[src/rtl/gmux_qgate_ctrl.sv]
// Per-quadrant clock-gate controller: static/dynamic enable selection with a
// sleep/wake sequencer per quadrant and glitch-free registered outputs.
module gmux_qgate_ctrl #(
  parameter int unsigned NQ          = 4,
  parameter int unsigned SYNC_STAGES = 2,
  parameter int unsigned SLEEP_DLY   = 4,
  parameter int unsigned WAKE_DLY    = 8
) (
  input  logic          CLK,
  input  logic          RESET_N,
  input  logic          SSEL,
  input  logic [NQ-1:0] SEN,
  input  logic [NQ-1:0] DEN,
  input  logic [NQ-1:0] DYNEN,
  input  logic [NQ-1:0] VLP,
  output logic [NQ-1:0] QEN,
  output logic [NQ-1:0] QSLP,
  output logic          BUSY
);

  localparam int unsigned CW = 8;

  typedef enum logic [2:0] {
    S_OFF      = 3'd0,
    S_ON       = 3'd1,
    S_SLP_WAIT = 3'd2,
    S_SLEEP    = 3'd3,
    S_WAKE     = 3'd4
  } state_t;

  state_t                          state_q [NQ];
  state_t                          state_d [NQ];
  logic   [CW-1:0]                 cnt_q   [NQ];
  logic   [CW-1:0]                 cnt_d   [NQ];
  logic   [SYNC_STAGES-1:0][NQ-1:0] den_sync;
  logic   [SYNC_STAGES-1:0][NQ-1:0] vlp_sync;
  logic   [NQ-1:0]                 den_s;
  logic   [NQ-1:0]                 vlp_s;
  logic   [NQ-1:0]                 req;
  logic   [NQ-1:0]                 qen_d;
  logic   [NQ-1:0]                 qslp_d;
  logic   [NQ-1:0]                 busy_vec;
  logic                            busy_d;

  // Synchronisers for the asynchronous DEN/VLP requests
  always_ff @(posedge CLK or negedge RESET_N) begin
    if (!RESET_N) begin
      den_sync <= '0;
      vlp_sync <= '0;
    end else begin
      den_sync <= {den_sync[SYNC_STAGES-2:0], DEN};
      vlp_sync <= {vlp_sync[SYNC_STAGES-2:0], VLP};
    end
  end

  assign den_s  = den_sync[SYNC_STAGES-1];
  assign vlp_s  = vlp_sync[SYNC_STAGES-1];
  assign req    = (DYNEN & den_s) | (~DYNEN & SEN);
  assign busy_d = |busy_vec;

  // Next-state and output decode; priority is SSEL, then vlp_s, then req
  always_comb begin
    qen_d    = '0;
    qslp_d   = '0;
    busy_vec = '0;
    for (int i = 0; i < int'(NQ); i++) begin
      state_d[i] = state_q[i];
      cnt_d[i]   = cnt_q[i];
      unique case (state_q[i])
        S_OFF: begin
          if (SSEL) begin
            state_d[i] = S_OFF;
          end else if (vlp_s[i]) begin
            state_d[i] = S_SLP_WAIT;
            cnt_d[i]   = CW'(SLEEP_DLY - 1);
          end else if (req[i]) begin
            state_d[i] = S_ON;
          end
        end
        S_ON: begin
          if (SSEL || vlp_s[i] || !req[i]) state_d[i] = S_OFF;
        end
        S_SLP_WAIT: begin
          if (SSEL || !vlp_s[i])      state_d[i] = S_OFF;
          else if (cnt_q[i] == '0)    state_d[i] = S_SLEEP;
          else                        cnt_d[i]   = cnt_q[i] - CW'(1);
        end
        S_SLEEP: begin
          if (SSEL) begin
            state_d[i] = S_OFF;
          end else if (!vlp_s[i]) begin
            state_d[i] = S_WAKE;
            cnt_d[i]   = CW'(WAKE_DLY - 1);
          end
        end
        S_WAKE: begin
          if (SSEL || cnt_q[i] == '0) state_d[i] = S_OFF;
          else                        cnt_d[i]   = cnt_q[i] - CW'(1);
        end
        default: begin
          state_d[i] = S_OFF;
          cnt_d[i]   = '0;
        end
      endcase
      qen_d[i]    = (state_d[i] == S_ON);
      qslp_d[i]   = (state_d[i] == S_SLEEP);
      busy_vec[i] = (state_d[i] == S_SLP_WAIT) || (state_d[i] == S_WAKE);
    end
  end

  // State, counters and outputs registered together so outputs mirror state
  always_ff @(posedge CLK or negedge RESET_N) begin
    if (!RESET_N) begin
      for (int i = 0; i < int'(NQ); i++) begin
        state_q[i] <= S_OFF;
        cnt_q[i]   <= '0;
      end
      QEN  <= '0;
      QSLP <= '0;
      BUSY <= 1'b0;
    end else begin
      for (int i = 0; i < int'(NQ); i++) begin
        state_q[i] <= state_d[i];
        cnt_q[i]   <= cnt_d[i];
      end
      QEN  <= qen_d;
      QSLP <= qslp_d;
      BUSY <= busy_d;
    end
  end

endmodule
[config.mk]
export PLATFORM = sky130hd
export DESIGN_NAME = gmux_qgate_ctrl
export DESIGN_NICKNAME = d
export VERILOG_FILES = /design/src/rtl/gmux_qgate_ctrl.sv
export SDC_FILE = /design/constraint.sdc
export NUM_CORES = 1
export LEC_CHECK = 0
export CORE_ASPECT_RATIO = 0.7
export CORE_MARGIN = 3
export CORE_UTILIZATION = 58
export DETAILED_ROUTE_END_ITERATION = 10
export PLACE_DENSITY = 0.87
export SYNTH_ARGS = -nofsm -noshare
export SYNTH_HDL_FRONTEND = slang
export SYNTH_SLANG_ARGS = --single-unit
[constraint.sdc]
create_clock -name CLK -period 2.5 [get_ports CLK]
set_input_delay 0.25 -clock CLK [delete_from_list [all_inputs] [get_ports CLK]]
set_output_delay 0.25 -clock CLK [all_outputs]
set_load 0.1 [all_outputs]
==> results.md <==
* Hold Fails Final Rpt at 0
* Crit path max fanout at 4
* Syn-to-layout area delta at 14.89%
* N_diodes at 0
* CTS tree: yes
* Gpl congestion at 0.8656
* Synth cell types at 65
* Fmax at 0.4416 GHz
* DR pass1 iterations at 6
* Die height at 71.66 µm
* Clock latency at the later pin of the worst-skew pair at 0.34 ns
* Global Route Usage Sum at 20.88%
* Design Area, Final at 4104 µm²
* Synthesized cell area at 3572 µm²
* Num ports at 28
* Layout cells sized above 1 at 13.59%
* Element type at the critical path end: register
* Number of remaining DRC errors at 0
* Total grt overflow at 0
* Vias/cell at 6.004
* WP data required at 2.66 ns
* Setup Skew at 0.006808 ns
* Sequential fraction of the synthesis area at 48.34%
* LEAKAGE at 0.001820 µW
* Fin nets at 409
* # H-tree levels at 3
* DP Area at 3867 µm²
* Cts bufs inserted at 9
* Via count at 2,792
* Total negative slack at 0 ns
* Reg area at 1727 µm²
* Top FF cell, synth: dfrtp_1
* Tmin final at 2.265 ns
* Post-synth EDFFs at 0
* WS Path Type: register to register
* WL/cell at 14.97 µm
* Initial antenna violation count at 0
* Half-perimeter wire length after placement at 4880 µm
* Initial DRC count at 125
* # fillers at 426
* Vias in the first global route at 2,576
* CTS resizes at 0
* Yosys top cell by area: dfrtp_1
* CTS root buffer: clkbuf_8
* Final core occ at 70.25%
* Die area at 7152 µm²
* Synth top area share at 48.34%
* Endpoints failing setup at 0
* Placed Cells at 448
* Tcrit/Tclk final at 90.59%
* Commonest cells post-synth: dfrtp_1, nor2_1, a21oi_1, inv_1, nand2_1
* Relative slew slack at 51.42%
* Core box area at 5842 µm²
* Post-synth ARST share at 100.0%
* IO Port Bufs at 27
* Status: finished, final reports clean
* Mean post-synth cell area at 9.978 µm²
* Global-route wire length before repair at 11,980 µm
* Post-Layout Cell Count at 465
* Die X-Extent at 99.80 µm
* MaxCap Viol Count at 0
* VDD IR max at 0.0003336 V
* Startpoint types: register
* Worst endpoint data arrival time at 2.42 ns
* Largest cells by area after synthesis: dfrtp_1, nor2_1, a21oi_1
* Worst-path clk slew at 0.07 ns
* PD cells at 809.7 nW/µm²
* Initial Utilization at 61.15%
* Synth Register Bits at 69
* Warnings, synthesis at 0
* Clock Tree Buf Depth at 2
* Cts hold-fix bufs at 1
* RSZ-0062 raised after global routing: false
* CTS Sinks at 69
* Site Rows at 23
* Net Count, Synth at 382
* Final ANT Viol Nets at 0
* Worst Tran Pin Value at 0.7103 ns
* HP Class: input pin to register
* Pin count of the biggest net entering global routing at 44
* DRT Wirelength at 6961 µm
* Cells after Synth at 358
* Post-CTS setup buffers at 0
* Final Slew Violations at 0
* Multi-input logic area at 1675 µm²
* Most common cell in the netlist: dfrtp_1
## per-layer routing
layer | vias to the layer above | GRT usage, % | part of all wire [%]
met5 | - | 0 | 0
met4 | 0 | 5.303 | 0.80
met3 | 8 | 5.545 | 5.7
met2 | 82 | 32.00 | 46
met1 | 1340 | 29.71 | 47
li1 | 1362 | - | -
## area by class of cell
type                            instances  area share (%)
Clock buffer                           13           3.872
Sequential cell                        69           42.07
Clock inverter                          3           1.646
Tap cell                               75           2.287
Timing Repair Buffer                   34           7.561
Multi-Input combinational cell        252           40.82
Inverter                               19           1.738
## report_power, final
group	total [µW]	internal [µW]	switching (µW)
logic	817	360	457
clock network	1020	618	406
registers	1480	1300	186
## through the flow
stage / power [µW] / hold slack, ns / worst slack [ns]
4_1_cts: 3341 / 0.3347 / 0.2097
3_3_place_gp: 2269 / 0.2955 / 0.3214
2_1_floorplan: 2083 / -0.04559 / 0.4099
3_5_place_dp: 2310 / 0.2926 / 0.2532
5_1_grt: 3523 / 0.3275 / 0.1123
6_report: 3323 / 0.3459 / 0.2353
## kinds of logic after synthesis
logic type | Yosys count | share of synthesized area (%)
XOR/XNOR | 8 | 1.961
AND/OR/NAND/NOR | 142 | 23.15
adder cells (fa/ha/maj) | 5 | 1.751
multiplexers | 8 | 2.277
buffers and inverters | 37 | 4.763
AO/OA/AOI/OAI | 89 | 17.76
flip-flops | 69 | 48.34
## layout by cell type, fill, tap and decap left out, types with 3 or more instances in the layout
master	instances
nand3_1	8
xnor2_1	4
or3_1	10
clkdlybuf4s50_1	17
o21ai_0	10
or2_2	6
or4_1	9
ha_1	5
xor2_1	4
nor3_1	13
nand2_1	14
o21ai_1	3
nor2_1	36
o31ai_1	9
a21o_1	6
or3b_2	3
a31oi_1	3
mux2i_1	7
nand2b_1	9
a221oi_1	3
nor2b_1	3
o211ai_1	5
or4b_1	3
clkbuf_8	11
a22o_1	3
nor4_1	7
dfrtp_1	69
a21oi_1	19
inv_1	18
nand3b_1	3
o21a_1	3
buf_4	14
## flip-flops by register name, summed over array words and instances (netlist names)
register,count
state_q,12
BUSY,1
vlp_sync,4
den_sync,4
QEN,4
den_s,4
vlp_s,4
cnt_q,32
QSLP,4
## critical path, cell delays in order (launching register included)
cell       delay (ns)
dfrtp_1          0.41
inv_1            0.07
ha_1             0.17
or3b_2           0.45
or2_1            0.28
a2111oi_0        0.70
## path summary, 6_finish.rpt
path | start | endpoint | slack [ns] | depth (start not counted)
worst max-delay path | cnt_q[16]$_DFFE_PN0P_ | QSLP[1]$_DFF_PN0_ | 0.24 | 5
worst min-delay path | VLP[0] | vlp_sync[0]$_DFF_PN0_ | 0.35 | 1
worst max register to register | cnt_q[16]$_DFFE_PN0P_ | QSLP[1]$_DFF_PN0_ | 0.24 | 5
worst min register to register | vlp_sync[2]$_DFF_PN0_ | vlp_s[2]$_DFF_PN0_ | 0.35 | 0
max in group asynchronous | RESET_N | vlp_sync[3]$_DFF_PN0_ | 1.42 | 3
min in group asynchronous | RESET_N | vlp_s[0]$_DFF_PN0_ | 0.45 | 2
No activity file was read; power rests on OpenSTA's default activity.
